### src/rtl/sum_window_pkg.sv
// Shared types and constants for the sum_window block.
package sum_window_pkg;
  localparam int WIN_DEF = 4;
  localparam int OW_DEF  = 12;
  localparam int DW      = 8;

  typedef enum logic {
    EMPTY = 1'b0,
    FULL  = 1'b1
  } state_t;
endpackage

### src/rtl/sum_window_sat_add.sv
// Accumulator adder: OW-bit running total plus one DW-bit sample.
// Saturating at 2^OW-1 when SUM_WINDOW_SAT_EN is defined, wrapping otherwise.
module sat_add
  import sum_window_pkg::*;
#(
  parameter int OW = OW_DEF
) (
  input  logic [OW-1:0] acc,
  input  logic [DW-1:0] x,
  output logic [OW-1:0] res,
  output logic          clip
);
`ifdef SUM_WINDOW_SAT_EN
  logic [OW:0] wide;

  // The carry out of the OW-bit sum is exactly the clip condition.
  assign wide = {1'b0, acc} + (OW + 1)'(x);
  assign clip = wide[OW];
  assign res  = clip ? '1 : wide[OW-1:0];
`else
  assign res  = acc + OW'(x);
  assign clip = 1'b0;
`endif
endmodule

### src/rtl/sum_window.sv
// Sums WIN consecutive valid samples and offers each total through a one-slot
// valid/ready output; SUM_WINDOW_SAT_EN selects saturating accumulation.
module sum_window
  import sum_window_pkg::*;
#(
  parameter int WIN = WIN_DEF,
  parameter int OW  = OW_DEF
) (
  input  logic          clk,
  input  logic          rst,
  input  logic          in_valid,
  input  logic [DW-1:0] x,
  input  logic          clr,
  output logic          out_valid,
  input  logic          out_ready,
  output logic [OW-1:0] sum,
  output logic          ovf,
  output logic          sat
);
  state_t        state;
  state_t        state_nxt;
  logic [OW-1:0] acc;
  logic [5:0]    cnt;
  logic          acc_sat;
  logic [OW-1:0] add_res;
  logic          add_clip;
  logic          win_sat;
  logic          last;
  logic          complete;
  logic          load;
  logic          drop;

  sat_add #(.OW(OW)) u_add (
    .acc  (acc),
    .x    (x),
    .res  (add_res),
    .clip (add_clip)
  );

  // A clip anywhere in the window marks the whole window total as clipped.
  assign win_sat   = acc_sat | add_clip;
  assign last      = (cnt == 6'(WIN - 1));
  assign complete  = in_valid && !clr && last;
  assign out_valid = (state == FULL);

  always_comb begin
    state_nxt = state;
    load      = 1'b0;
    drop      = 1'b0;
    case (state)
      EMPTY: begin
        if (complete) begin
          state_nxt = FULL;
          load      = 1'b1;
        end
      end
      FULL: begin
        // A handshake frees the slot in the same edge a new total arrives.
        if (complete) begin
          if (out_ready) load = 1'b1;
          else           drop = 1'b1;
        end else if (out_ready) begin
          state_nxt = EMPTY;
        end
      end
      default: state_nxt = EMPTY;
    endcase
  end

  always_ff @(posedge clk or negedge rst) begin
    if (!rst) begin
      state   <= EMPTY;
      acc     <= '0;
      cnt     <= '0;
      acc_sat <= 1'b0;
      sum     <= '0;
      sat     <= 1'b0;
      ovf     <= 1'b0;
    end else begin
      state <= state_nxt;
      if (clr || (in_valid && last)) begin
        acc     <= '0;
        cnt     <= '0;
        acc_sat <= 1'b0;
      end else if (in_valid) begin
        acc     <= add_res;
        cnt     <= cnt + 6'd1;
        acc_sat <= win_sat;
      end
      if (load) begin
        sum <= add_res;
        sat <= win_sat;
      end
      if (drop) ovf <= 1'b1;
    end
  end
endmodule

### config.mk
export PLATFORM = sky130hd
export DESIGN_NAME = sum_window
export DESIGN_NICKNAME = d
export VERILOG_FILES = /design/src/rtl/sum_window_pkg.sv /design/src/rtl/sum_window_sat_add.sv /design/src/rtl/sum_window.sv
export SDC_FILE = /design/constraint.sdc
export NUM_CORES = 1
export LEC_CHECK = 0
export ABC_CLOCK_PERIOD_IN_PS = 2400
export BUFFER_PORTS_ARGS = -buffer_cell sky130_fd_sc_hd__buf_2
export CORE_MARGIN = 3
export CORE_UTILIZATION = 50
export DETAILED_ROUTE_END_ITERATION = 8
export PLACE_DENSITY = 0.79
export SETUP_SLACK_MARGIN = 0.4
export SYNTH_ARGS = -nofsm -noshare
export SYNTH_HDL_FRONTEND = slang
export SYNTH_HIERARCHICAL = 1
export SYNTH_SLANG_ARGS = --single-unit
### constraint.sdc
create_clock -name clk -period 2.4 [get_ports clk]
set_input_delay 0.36 -clock clk [delete_from_list [all_inputs] [get_ports clk]]
set_output_delay 0.36 -clock clk [all_outputs]
set_load 0.02 [all_outputs]
# Word-level counts from Yosys, hierarchy flattened

Cells that the tools add are included.

Flip-flop bits (word level): 32
Latch bits: 0
RAM bits: 0
Memory bits (read-only): 0
Input bits: 13
Output and inout bits: 15
Word-level logic and storage cells: 28
Memories kept: 0

$add $sub $neg: 2
Multiply operators: 0
Divide/modulo/power cells: 0
Magnitude comparators: 0
Equal/unequal tests: 1
Shift operators: 0
Mux-type cells: 13
Bitwise logic cells: 1
Reductions and logical operators: 6

Operator list:

| operator            | count |
|---|---|
| $mux 12             | 2 |
| $add 12x8->12       | 1 |
| $mux 6              | 2 |
| $mux 1              | 7 |
| $add 6x1->6 const B | 1 |
| $eq 6x2->1 const B  | 1 |
| $pmux 1 s2          | 2 |
| $logic_and 1x1->1   | 3 |
| $reduce_bool 2->1   | 1 |
| $logic_not 1->1     | 1 |
| $logic_or 1x1->1    | 1 |
| $not 1->1           | 1 |

# Longest topological paths before layout

Depth after elaboration: 5
Mapped depth: 8
Gate-level depth less buffers: 8

# By module

Netlist, hierarchy kept.

By module, submodules not included:

| module     | instances | cells an instance | area each (µm²) | sequential area each (µm²) |
|---|---|---|---|---|
| sum_window | 1         | 125               | 1480.2          | 850.8 |
| sat_add    | 1         | 71                | 528.0           | 0.0 |

# Worst setup path after synthesis

No wires, ideal clock.

Kind: input to register
Start point: in x[0]
End point: reg acc[8]
Library setup time: 0.078 ns
Data arrival time: 2.028 ns
Required time: 2.322 ns
Path slack: 0.294 ns
Stages: 8
Path buffers: 0
Path through: ha_1 > fa_1 > a211oi_2 > o21ai_2 > a2111oi_2 > nand4b_1 > o211ai_1 > a21oi_1

Word-level cells in the longest chain between the ends: 3

RTL lines:

| what                 | line                     | RTL |
|---|---|---|
| from (decl)          | sum_window.sv:12         | `input logic [DW-1:0] x,` |
| $add 12x8->12        | sum_window_sat_add.sv:21 | `assign res = acc + OW'(x);` |
| via add_res[8]       | sum_window.sv:25         | `logic [OW-1:0] add_res;` |
| $mux 12              | sum_window.sv:85         | `end else if (in_valid) begin` |
| $mux 12              | sum_window.sv:81         | `if (clr \|\| (in_valid && last)) begin` |
| to (signal assigned) | sum_window.sv:86         | `acc <= add_res;` |
| to (decl)            | sum_window.sv:22         | `logic [OW-1:0] acc;` |

The timed path passes the listed nets, and every way through them passes these cells. The select of a mux whose other input is x is not followed.
A chain may end at the register's enable or synchronous reset.

# Final worst setup path

Start point: reg acc[0]
End point: reg sum[10]

Word-level cells in the longest chain between the ends: 1

RTL lines:

| what                 | line                     | RTL |
|---|---|---|
| $add 12x8->12        | sum_window_sat_add.sv:21 |  |
| via add_res[10]      | sum_window.sv:25         |  |
| to (signal assigned) | sum_window.sv:91         | `sum <= add_res;` |
| to (decl)            | sum_window.sv:16         | `output logic [OW-1:0] sum,` |

The timed path passes the listed nets, and every way through them passes these cells.

==> flow_summary.json <==
{
  "rsz0062_at_grt": "true",
  "power_density_nw_per_um2": 616,
  "area_growth_pct": 19.3,
  "syn_inst": 196,
  "ant_nets": 0,
  "fin_setup_tns_ps": 0,
  "die_w_um": 69.4,
  "status": "finished, final reports clean",
  "crit_required_ps": 2570,
  "fin_area_um2": 2390,
  "crit_path_top_delay_cell": "dfrtp_1",
  "clock-sinks": 34,
  "cts_tree": "done",
  "synth_cell_types": 46,
  "start_util_pct": 53.3,
  "path_clk_slew_ps": 80,
  "postPlaceCellArea_um2": 2190,
  "ys.flop_type": "dfrtp_1",
  "cap_violations": 0,
  "path_delay_family": "adder cells",
  "die_y_um": 69.4,
  "core_um2": 3770,
  "dr.pass1.iters": 4,
  "slew_headroom_pct": 50.1,
  "synth-seq-cells": 34,
  "clk_latency_ps": 300,
  "via_per_inst": 5.84,
  "worstMarginPinSlew_ps": 748,
  "grt_pass1_wl_mm": 7.42,
  "drt_iter0_markers": 83,
  "synth_area_leader_cell": "dfrtp_1",
  "synth_edf_count": 0,
  "multiInputGateArea_um2": 1190,
  "setup_viol": 0,
  "ios": 28,
  "synth.most_common_cell": "dfrtp_1",
  "cp_num_buf_inv": 1,
  "grt_pass1_vias": 1598,
  "clockRootBuffer": "clkbuf_8",
  "grt_max_degree": 35,
  "cp.arrival_ps": 2300,
  "ys_seq_area_share_pct": 42.4,
  "fmax_ghz": 0.469,
  "wire_per_inst_um": 16.4,
  "grt_overflow": 0,
  "critPathMaxFanout": 3,
  "clk_path_buf_depth": 2,
  "grt_antenna_before_repair": 0,
  "gp_congestion": 0.827,
  "cts_buffers": 5,
  "syn_area_um2": 2010,
  "fillCellCount": 298,
  "n_antenna_cell": 0,
  "endpoint_kind": "register",
  "p_leak_nw": 1.09,
  "synth_top_area_share_pct": 42.4,
  "finalWirelength_mm": 4.52,
  "min_path_type": "primary input to asynchronous set/reset pin",
  "cp_cell_sequence": "ha_4 -> fa_2 -> a211oi_4 -> o21ai_2 -> buf_4 -> a31oi_4 -> xnor2_2 -> mux2_2",
  "seqCellArea_um2": 852,
  "ys_async_sr_fraction_pct": 100,
  "synthTopCellsByArea": "dfrtp_1 (42%), mux2_2 (6.7%), ha_1 (5.6%)",
  "fin_crit_sh_pct": 88.8,
  "syn_area_per_cell_um2": 10.2,
  "slowest_delay_ps": 400,
  "grt_use_total_pct": 19.6,
  "vias": 1605,
  "cp-start-kind": "register",
  "netlist_top_cells_count": "dfrtp_1 (34), a21oi_1 (21), nand2b_1 (14), o211ai_1 (14), mux2_2 (12)",
  "final_max_slew_viol_count": 0,
  "finalHoldViolCount": 0,
  "num-nets-final": 250,
  "htree_num_levels": 2,
  "hpwl_mm": 2.96,
  "layout-drive-gt1-share_pct": 33.5,
  "io_buffers": 27,
  "worstSetupPathType": "register to register",
  "rows": 22,
  "synth_nets": 219,
  "drc": 0,
  "ir_drop_v": 0.000492,
  "yosysWarnings": 6,
  "fin_skew_ps": 15.3,
  "dieArea_um2": 4810,
  "fin_crit_ps": 2130
}
[logic make-up (layout without fill, tap and decap cells)]
group	Yosys count	count (layout)	share of synthesized area, %
and+or+nand+nor	53	53	15.0
DFF	34	34	42.4
adders and majority gates	10	10	6.60
buffers and inverters	16	47	3.99
muxes	13	13	7.23
other	1	1	0.187
AOI/OAI and AO/OA	60	60	20.7
xor gates and xnor gates	9	9	3.92
[report_power, final]
part | switching (mW) | internal, mW
sequential | 0.0367 | 0.623
combinational | 0.232 | 0.175
clock | 0.208 | 0.199
[path summary, 6_finish.rpt]
path	slack, ps	start	depth (start not counted)	end
setup / recovery	270	acc[0]	8	sum[10]
hold / removal	120	rst	1	sum[5]
setup reg to reg	270	acc[0]	8	sum[10]
hold reg to reg	460	ovf	1	ovf
max in group asynchronous	1750	rst	1	acc[1]
min in group clk	430	out_ready	3	ovf
[stage by stage]
| step | worst slack, ps | util [%] | cells | hold slack, ps | total power, mW |
|---|---|---|---|---|---|
| final | 269 | 63.5 | 275 | 122 | 1.47 |
| after global routing | 130 | 63.5 | 275 | 174 | 1.56 |
| after CTS | 258 | 60.3 | 272 | 144 | 1.44 |
| after detailed placement | 176 | 58.0 | 264 | 441 | 1.03 |
| after global placement | 231 | 58.0 | 264 | 442 | 1.02 |
| after floorplan | 394 | - | 196 | 64.4 | 0.924 |
[sequential cells by signal, summed over array words and instances (netlist names)]
| name | cells |
|---|---|
| acc | 12 |
| sum | 12 |
| cnt | 6 |
| acc_sat | 1 |
| out_valid | 1 |
| ovf | 1 |
| sat | 1 |
[what timing repair did]
item	CTS	global route
endpoints found under the setup margin	7	11
setup buffers	1	3
hold buffers	0	0
pin swaps	5	8
gates resized for setup	0	16
[layout make-up]
class                           count  share of cell area (%)
Multi-Input combinational cell    146                    49.6
Sequential cell                    34                    35.6
Timing Repair Buffer               35                    8.15
Clock buffer                        6                    3.03
Tap cell                           48                    2.51
Inverter                            5                   0.784
Clock inverter                      1                   0.313
[routing by layer]
metal | GRT usage [%] | part of all wire, % | up-vias
met5 | 0 | 0 | -
li1 | - | - | 774
met2 | 31.3 | 49 | 36
met1 | 24.9 | 44 | 788
met3 | 5.51 | 4.7 | 7
met4 | 8.03 | 1.8 | 0
[placed cells by master (no fill, tap or decap), types with 2 or more instances in the layout]
master / instances
mux2_2: 11
or3_1: 2
a21oi_1: 19
o211ai_1: 14
nand2_1: 7
a21oi_2: 2
dfrtp_1: 33
o21bai_1: 3
nor2_1: 10
ha_1: 5
buf_2: 27
nor3_1: 2
inv_1: 5
nand4_1: 3
o21ai_0: 4
nand3_1: 4
a21o_1: 2
o21ai_2: 3
buf_4: 8
xnor2_1: 4
clkbuf_8: 5
ha_4: 4
a211oi_4: 2
and3_1: 2
nor2b_1: 2
nand2b_1: 14
a211oi_1: 2
xor2_1: 4
Power figures use the tool's default switching activity.
